$ cat src/rtl/frog_move_ctrl.sv
// -----------------------------------------------------------------------------
// frog_move_ctrl
// Per-frame position controller for the frog sprite. Keypad directions become
// timed hops of HOP_FRAMES moves of STEP pixels. The frog is clamped to the
// screen, frozen for DEAD_FRAMES frames after a hit and then respawned. A hop
// that ends on GOAL_Y scores and respawns. Position only changes on
// startOfFrame, so the drawn sprite never tears mid-frame.
//
// Optional feature: define FROG_LOG_RIDE_EN to add log riding. The log moves
// the idle frog by log_dx per frame, and the frog dies if the log carries it
// off screen.
//
// Ports:
//   CLK, RESETn                 clock, asynchronous active-low reset
//   startOfFrame                one-cycle pulse per VGA frame
//   key_up/down/left/right      direction request levels
//   hit                         one-cycle collision pulse
//   on_log, log_dx              (FROG_LOG_RIDE_EN only) log ride request, signed dx
//   topLeftX, topLeftY          frog position (11 bit) to the object layer
//   hop_busy, frog_dead         state flags (HOP, DEAD)
//   goal_pulse, death_pulse     one-cycle event pulses
// -----------------------------------------------------------------------------
module frog_move_ctrl #(
   parameter int START_X     = 307,
   parameter int START_Y     = 448,
   parameter int MAX_X       = 614,
   parameter int MAX_Y       = 454,
   parameter int GOAL_Y      = 0,
   parameter int STEP        = 4,
   parameter int HOP_FRAMES  = 8,
   parameter int DEAD_FRAMES = 60
) (
   input  logic              CLK,
   input  logic              RESETn,
   input  logic              startOfFrame,
   input  logic              key_up,
   input  logic              key_down,
   input  logic              key_left,
   input  logic              key_right,
   input  logic              hit,
`ifdef FROG_LOG_RIDE_EN
   input  logic              on_log,
   input  logic signed [3:0] log_dx,
`endif
   output logic [10:0]       topLeftX,
   output logic [10:0]       topLeftY,
   output logic              hop_busy,
   output logic              frog_dead,
   output logic              goal_pulse,
   output logic              death_pulse
);

   typedef enum logic [1:0] {IDLE, HOP, DEAD} state_t;
   typedef enum logic [1:0] {DIR_UP, DIR_DOWN, DIR_LEFT, DIR_RIGHT} dir_t;

   localparam logic [10:0]        START_X_C   = 11'(START_X);
   localparam logic [10:0]        START_Y_C   = 11'(START_Y);
   localparam logic [10:0]        MAX_X_C     = 11'(MAX_X);
   localparam logic [10:0]        MAX_Y_C     = 11'(MAX_Y);
   localparam logic [10:0]        GOAL_Y_C    = 11'(GOAL_Y);
   localparam logic signed [11:0] STEP_C      = 12'(STEP);
   localparam logic [7:0]         HOP_LAST    = 8'(HOP_FRAMES - 1);
   localparam logic [7:0]         DEAD_LAST   = 8'(DEAD_FRAMES - 1);

   state_t      state_reg, state_next;
   dir_t        dir_reg, dir_next;
   logic [7:0]  cnt_reg, cnt_next;
   logic [10:0] x_reg, x_next;
   logic [10:0] y_reg, y_next;
   logic        goal_reg, goal_next;
   logic        death_reg, death_next;

   // Key decode: the highest-priority pressed key alone decides; if its move
   // is illegal no lower-priority key is tried.
   dir_t key_dir;
   logic key_any;
   logic key_legal;

   always_comb begin
      key_any   = key_up | key_down | key_left | key_right;
      key_dir   = DIR_RIGHT;
      key_legal = (x_reg < MAX_X_C);
      if (key_up) begin
         key_dir   = DIR_UP;
         key_legal = (y_reg != 11'd0);
      end else if (key_down) begin
         key_dir   = DIR_DOWN;
         key_legal = (y_reg < MAX_Y_C);
      end else if (key_left) begin
         key_dir   = DIR_LEFT;
         key_legal = (x_reg != 11'd0);
      end
   end

   // One hop step on the latched axis, done in 12-bit signed and saturated.
   logic              vertical;
   logic signed [11:0] coord_s, moved_s, limit_s;
   logic [10:0]        moved_c;

   always_comb begin
      vertical = (dir_reg == DIR_UP) || (dir_reg == DIR_DOWN);
      coord_s  = vertical ? $signed({1'b0, y_reg}) : $signed({1'b0, x_reg});
      limit_s  = vertical ? $signed({1'b0, MAX_Y_C}) : $signed({1'b0, MAX_X_C});
      if ((dir_reg == DIR_UP) || (dir_reg == DIR_LEFT))
         moved_s = coord_s - STEP_C;
      else
         moved_s = coord_s + STEP_C;
      if (moved_s < 12'sd0)
         moved_c = 11'd0;
      else if (moved_s > limit_s)
         moved_c = limit_s[10:0];
      else
         moved_c = moved_s[10:0];
   end

`ifdef FROG_LOG_RIDE_EN
   logic signed [11:0] log_sum;
   always_comb log_sum = $signed({1'b0, x_reg}) + $signed({{8{log_dx[3]}}, log_dx});
`endif

   always_comb begin
      state_next = state_reg;
      dir_next   = dir_reg;
      cnt_next   = cnt_reg;
      x_next     = x_reg;
      y_next     = y_reg;
      goal_next  = 1'b0;
      death_next = 1'b0;

      case (state_reg)
         IDLE, HOP: begin
            if (hit) begin
               // Hit beats a simultaneous startOfFrame: position freezes.
               state_next = DEAD;
               death_next = 1'b1;
               cnt_next   = 8'd0;
            end else if (startOfFrame && (state_reg == IDLE)) begin
               if (key_any && key_legal) begin
                  state_next = HOP;
                  dir_next   = key_dir;
                  cnt_next   = 8'd0;
               end
`ifdef FROG_LOG_RIDE_EN
               else if (on_log) begin
                  if (log_sum < 12'sd0) begin
                     x_next     = 11'd0;
                     state_next = DEAD;
                     death_next = 1'b1;
                     cnt_next   = 8'd0;
                  end else if (log_sum > $signed({1'b0, MAX_X_C})) begin
                     x_next     = MAX_X_C;
                     state_next = DEAD;
                     death_next = 1'b1;
                     cnt_next   = 8'd0;
                  end else begin
                     x_next = log_sum[10:0];
                  end
               end
`endif
            end else if (startOfFrame) begin
               if (vertical) y_next = moved_c;
               else          x_next = moved_c;
               cnt_next = cnt_reg + 8'd1;
               if (cnt_reg == HOP_LAST) begin
                  state_next = IDLE;
                  cnt_next   = 8'd0;
                  if ((vertical ? moved_c : y_reg) == GOAL_Y_C) begin
                     goal_next = 1'b1;
                     x_next    = START_X_C;
                     y_next    = START_Y_C;
                  end
               end
            end
         end
         DEAD: begin
            if (startOfFrame) begin
               if (cnt_reg == DEAD_LAST) begin
                  state_next = IDLE;
                  cnt_next   = 8'd0;
                  x_next     = START_X_C;
                  y_next     = START_Y_C;
               end else begin
                  cnt_next = cnt_reg + 8'd1;
               end
            end
         end
         default: state_next = IDLE;
      endcase
   end

   always_ff @(posedge CLK or negedge RESETn) begin
      if (!RESETn) begin
         state_reg <= IDLE;
         dir_reg   <= DIR_UP;
         cnt_reg   <= 8'd0;
         x_reg     <= START_X_C;
         y_reg     <= START_Y_C;
         goal_reg  <= 1'b0;
         death_reg <= 1'b0;
      end else begin
         state_reg <= state_next;
         dir_reg   <= dir_next;
         cnt_reg   <= cnt_next;
         x_reg     <= x_next;
         y_reg     <= y_next;
         goal_reg  <= goal_next;
         death_reg <= death_next;
      end
   end

   assign topLeftX    = x_reg;
   assign topLeftY    = y_reg;
   assign hop_busy    = (state_reg == HOP);
   assign frog_dead   = (state_reg == DEAD);
   assign goal_pulse  = goal_reg;
   assign death_pulse = death_reg;

endmodule

$ cat config.mk
export PLATFORM = sky130hd
export DESIGN_NAME = frog_move_ctrl
export DESIGN_NICKNAME = d
export VERILOG_FILES = /design/src/rtl/frog_move_ctrl.sv
export SDC_FILE = /design/constraint.sdc
export NUM_CORES = 1
export LEC_CHECK = 0
export BUFFER_PORTS_ARGS = -buffer_cell sky130_fd_sc_hd__buf_2
export CAP_MARGIN = 20
export CORE_MARGIN = 3
export CORE_UTILIZATION = 50
export DETAILED_ROUTE_END_ITERATION = 10
export PLACE_DENSITY = 0.67
export SYNTH_ARGS = -nofsm -noshare
export SYNTH_HDL_FRONTEND = slang
export SYNTH_SLANG_ARGS = --single-unit
$ cat constraint.sdc
create_clock -name CLK -period 5.1 [get_ports CLK]
set_input_delay 0 -clock CLK [delete_from_list [all_inputs] [get_ports CLK]]
set_output_delay 0 -clock CLK [all_outputs]
set_load 0.02 [all_outputs]
Yosys cells after proc, flatten, opt, wreduce, memory -nomap -nowiden
Index checks and enable logic that the tools add are counted.

word-level totals
  word-level logic and storage cells = 100
  bits in registers = 36

cells by class
  $lt $le $gt $ge = 4
  equality and inequality tests = 14
  multiplexer cells = 53
  bitwise gates (word level) = 4
  add/subtract/negate cells = 3
  reduce and logical (&&, ||, !) cells = 15

operators by type and width
  operator                                               count
  two-way mux 11 bit                                     19
  two-way mux 8 bit                                      7
  case mux 11 bit (2 select lines)                       2
  nonzero test 11 bit                                    2
  two-way mux 2 bit                                      9
  case mux 8 bit (2 select lines)                        1
  adder 11 x 3 -> 12 bit (second input constant)         1
  > comparator 12 x 11 -> 1 bit                          1
  < comparator 12 x 1 -> 1 bit (second input constant)   1
  two-way mux 1 bit                                      12
  two-way mux 12 bit                                     1
  != test 4 bit (second input constant)                  3
  subtractor 11 x 3 -> 12 bit (second input constant)    1
  logical NOT 11 bit                                     1
  < comparator 11 x 10 -> 1 bit (second input constant)  1
  < comparator 11 x 9 -> 1 bit (second input constant)   1
  two-way mux 10 bit                                     1
  adder 8 x 1 -> 8 bit (second input constant)           1
  == test 8 x 3 -> 1 bit (second input constant)         1
  == test 8 x 6 -> 1 bit (second input constant)         1
  != test 2 bit (second input constant)                  4
  AND reduction 4 bit                                    2
  AND reduction 6 bit                                    1
  AND reduction 5 bit                                    1
  11 further kinds                                       18

Depth between registers and ports, before layout
  depth in word-level cells = 16
  gate-level depth with buffers = 21

Worst setup path before layout
OpenSTA, ideal clock, no wires.

  path type = register to register
  start point = register dir_reg[1]
  end point = register y_reg[6] (netlist: topLeftY[6])
  path slack = 0.373 ns
  arrival = 4.646 ns
  cell stages (with the launch flop) = 21
  data required time = 5.019 ns
  library setup time = 0.081 ns
  cells stage by stage = dfrtp_1 > buf_6 > clkbuf_1 > buf_1 > mux2_2 > ha_1 > nor2_1 > a211oi_4 > a221oi_1 > or3_1 > nand2_1 > ha_1 > o21ai_0 > or3_1 > and4bb_2 > o2bb2ai_1 > o211ai_4 > o21ai_2 > a31oi_4 > or2_1 > a32oi_1

between the ends
  longest elaborated chain between the ends = 16
  elaborated cells between the ends (all ways) = 22
  those cells by class = add/sub (2); order compare (2); eq/ne (2); mux (12); reduce/logical (4)

ends and longest elaborated chain
  what                                                                          RTL line  source
  start: declaration                                                            66        dir_t dir_reg, dir_next;
  start signal: assignment                                                      202       dir_reg <= dir_next;
  == test 2 x 1 -> 1 bit / logical NOT 2 bit (equally long branches)            101, 104
  logical OR 1 bit                                                              101       vertical = (dir_reg == DIR_UP) || (dir_reg == DIR_DOWN);
  two-way mux 11 bit                                                            102       coord_s = vertical ? $signed({1'b0, y_reg}) : $signed({1'b0, x_reg});
  adder 11 x 3 -> 12 bit / subtractor 11 x 3 -> 12 bit (equally long branches)  107, 105
  two-way mux 12 bit                                                            104       if ((dir_reg == DIR_UP) || (dir_reg == DIR_LEFT))
  > comparator 12 x 11 -> 1 bit                                                 110       else if (moved_s > limit_s)
  two-way mux 11 bit                                                            110
  two-way mux 11 bit                                                            108       if (moved_s < 12'sd0)
  two-way mux 11 bit *                                                          161, 167
  logical NOT 11 bit                                                            167       if ((vertical ? moved_c : y_reg) == GOAL_Y_C) begin
  two-way mux 11 bit                                                            167
  two-way mux 11 bit *                                                          164       if (cnt_reg == HOP_LAST) begin
  two-way mux 11 bit *                                                          160       end else if (startOfFrame) begin
  two-way mux 11 bit *                                                          137       end else if (startOfFrame && (state_reg == IDLE)) begin
  two-way mux 11 bit *                                                          132       if (hit) begin
  case mux 11 bit (2 select lines) *                                            130       case (state_reg)
  end signal: assignment                                                        205       y_reg <= y_next;
  end: declaration                                                              69        logic [10:0] y_reg, y_next;

Every way passes the cells marked *; elsewhere a longest branch is shown, timed or not. The select of a mux whose other input is x is not followed.
A chain may end at the register's enable or synchronous reset.

Final worst setup path
  start point = register dir_reg[1]
  end point = register x_reg[8] (netlist: topLeftX[8])

between the ends
  longest elaborated chain between the ends = 16
  elaborated cells between the ends (all ways) = 23
  those cells by class = add/sub (2); order compare (2); eq/ne (2); mux (13); reduce/logical (4)

ends and longest elaborated chain
  what                                                                          RTL line  source
  == test 2 x 1 -> 1 bit / logical NOT 2 bit (equally long branches)            101, 104
  logical OR 1 bit                                                              101
  two-way mux 11 bit                                                            102
  adder 11 x 3 -> 12 bit / subtractor 11 x 3 -> 12 bit (equally long branches)  107, 105
  two-way mux 12 bit                                                            104
  > comparator 12 x 11 -> 1 bit                                                 110
  two-way mux 11 bit                                                            110
  two-way mux 11 bit                                                            108
  two-way mux 11 bit                                                            167
  logical NOT 11 bit                                                            167
  two-way mux 11 bit                                                            167
  two-way mux 11 bit *                                                          164
  two-way mux 11 bit *                                                          160
  two-way mux 11 bit *                                                          137
  two-way mux 11 bit *                                                          132
  case mux 11 bit (2 select lines) *                                            130
  end signal: assignment                                                        204       x_reg <= x_next;
  end: declaration                                                              68        logic [10:0] x_reg, x_next;

Marks and branches as above.

==> out/metrics.cfg <==
[sta]
setup_tns_ns = 0
fin_crit_sh = 0.927
fmax_mhz = 212
slew_headroom = 0.447
maxSlewViolCount = 0
worst_pin_slew_ns = 0.830
grt_setup_unrepaired = no
setup_violations = 0
finalClockSkew_ns = 0.00551
min_period_ns = 4.73
hold_violations = 0

[cts]
clockBufferDepth = 2
h-tree-depth = 2
cts_root_buf = clkbuf_8
clock-sinks = 36
clkTransAtPathRegs_ns = 0.07
post_cts_buffers = 0
clock_latency_ns = 0.29
cts_inserted_buffers = 5
cts_tree = built

[yosys]
ys.flop_type = dfrtp_1
seq_area_frac_synth = 0.307
synthCells = 346
async_flop_share = 1.00
netlist-cell-type-count = 72
yosysWarnings = 0
synthesis.area_mm2 = 0.00296
avgSynthCellArea_um2 = 8.56
synth_edf_count = 0
syn_nets = 364
synth_seq_cells = 36

[setup_path]
slowest_stage = dfrtp_1
cp.arrival_ns = 4.94
end_kind = flop
startpoint_type = flop
slowest_delay_ns = 0.54
critPathKind = reg -> reg
worstPathCellList = mux2_2, ha_1, inv_1, o211a_1, nor2_1, a221oi_1, or3_1, nand2_1, ha_1, o21ai_0, or3_1, and4bb_2, o2bb2ai_1, o211ai_4, o21ai_2, nand3_4, a21oi_4, a2bb2oi_1
cp_data_required_time_ns = 5.31
worst-path-max-fanout = 9

[detailed_routing]
vias_per_cell = 6.34
ant_nets = 0
drt_first_pass_iters = 5
first_iter_violations = 250
post-route-drc-count = 0
drt_wl_total_um = 8580
vias = 2864
avgRoutedWirePerCell_um = 19.0

[global_routing]
gr-total-overflow = 0
track_usage = 0.250
antenna_found_initial = 0
grt_pass1_wl_um = 13900
grt_pass1_vias = 2655
grt_max_degree = 37

[job]
cap_violations = 0

[place]
place.gp.congestion = 0.957
portBuffers = 33
dpl.cell_count = 442
dp.final_hpwl_um = 6580

[die]
dieArea_mm2 = 0.00689
start_util = 0.528
rows = 27
fp.coreArea_mm2 = 0.00561
die_h_um = 83.0
die_x_um = 83.0
num_io_pins = 34

[final_layout]
final_nets = 397
drive_above_1_share = 0.208
layout.cells.non_filler = 452
syn2layout_area_growth_pct = 11.1
antenna_cells = 0

[run_status]
status = completed

[min_path]
worstHoldPathType = in -> reg

==> critical path: cells and delay by family (launching register included) <==
family                   cells  cell delay [ns]
flip-flops                   1             0.54
multiplexers                 1             0.41
adder cells (fa/ha/maj)      2             0.63
AO/OA/AOI/OAI                8             1.78
buffers and inverters        1             0.11
AND/OR/NAND/NOR              6             1.18
==> cell families (layout without fill, tap and decap cells) <==
| family | after synthesis | after routing | share of synthesized area |
|---|---|---|---|
| compound gates | 114 | 114 | 0.286 |
| xor+xnor | 8 | 8 | 0.0236 |
| fa+ha+maj | 11 | 11 | 0.0486 |
| mux | 11 | 11 | 0.0574 |
| flops | 36 | 36 | 0.307 |
| buf+inv | 36 | 70 | 0.0503 |
| simple gates | 130 | 130 | 0.226 |
==> stage by stage <==
stage	setup slack, ns	hold slack [ns]	util	instance area, um^2
2_1_floorplan	0.373	-0.296	-	2960
3_3_place_gp	0.510	0.139	0.567	3180
3_5_place_dp	0.425	0.135	0.567	3180
4_1_cts	0.395	0.0639	0.587	3290
5_1_grt	0.00184	0.0769	0.587	3290
6_report	0.373	0.0687	0.587	3290
==> path summary, 6_finish.rpt <==
path	slack, ns	startpoint	depth (start not counted)	to
worst max-delay path	0.37	dir_reg[1]	18	topLeftX[8]
worst min-delay path	0.07	key_left	4	dir_reg[0]
worst max register to register	0.37	dir_reg[1]	18	topLeftX[8]
worst min register to register	0.51	cnt_reg[1]	2	cnt_reg[1]
max in group asynchronous	4.17	RESETn	2	dir_reg[0]
min in group asynchronous	0.34	RESETn	2	topLeftY[0]
==> layout by cell type, fill, tap and decap left out, drive strengths merged, types with 2 or more instances in the layout <==
| cell type | netlist | routed |
|---|---|---|
| a211oi | 5 | 5 |
| a21o | 3 | 3 |
| a21oi | 18 | 18 |
| a22o | 2 | 2 |
| a22oi | 2 | 2 |
| a2bb2oi | 3 | 3 |
| a311oi | 2 | 2 |
| a31oi | 3 | 3 |
| a32o | 4 | 4 |
| a32oi | 5 | 5 |
| and2 | 6 | 6 |
| and3 | 6 | 6 |
| buf | 5 | 35 |
| clkbuf | 6 | 7 |
| dfrtp | 28 | 28 |
| dfstp | 8 | 8 |
| dlygate4sd3 | 0 | 2 |
| ha | 9 | 9 |
| inv | 25 | 25 |
| mux2 | 5 | 5 |
| mux2i | 4 | 4 |
| mux4 | 2 | 2 |
| nand2 | 25 | 25 |
| nand2b | 7 | 7 |
| nand3 | 11 | 11 |
| nand4 | 3 | 3 |
| nor2 | 40 | 40 |
| nor2b | 7 | 7 |
| nor3 | 8 | 8 |
| nor4 | 2 | 2 |
| o211a | 4 | 4 |
| o211ai | 7 | 7 |
| o21ai | 30 | 30 |
| o22ai | 7 | 7 |
| o2bb2ai | 2 | 2 |
| o31ai | 9 | 9 |
| or2 | 4 | 4 |
| or3 | 4 | 4 |
| or4 | 2 | 2 |
| xnor2 | 7 | 7 |
==> repair_timing <==
item / CTS / global route
setup endpoints to repair: 0 / 9
gates resized for setup: 0 / 1
hold buffers: 2 / 0
hold endpoints to repair: 29 / 0
==> Yosys cell counts (8+ instances only) <==
cell	number	area, um^2
inv_1	23	86.3
dfrtp_1	28	701
nand2_1	25	93.8
nand3_1	9	45.0
o21ai_0	25	125
dfstp_2	8	210
o31ai_1	9	67.6
a21oi_1	17	85.1
nor3_1	8	40.0
nor2_1	39	146
ha_1	9	113
==> per-layer routing <==
layer	wire, um	vias up	track usage
met5	0	-	0
met4	180	0	0.0832
met3	492	16	0.0397
met2	3920	106	0.387
met1	3980	1388	0.355
li1	-	1354	-
==> final cells by class <==
class / count / area [um^2]
sequential: 36 / 912
clock inverter: 1 / 7.51
multi-input combinational: 274 / 1900
fill: 547 / 2310
tap: 72 / 90.1
clock buffer: 7 / 86.3
timing repair buffer: 37 / 200
inverter: 25 / 93.8
Power is left out: the tool's default activity adds up to more than one toggle a clock period on the data nets, which glitch-free logic cannot reach.
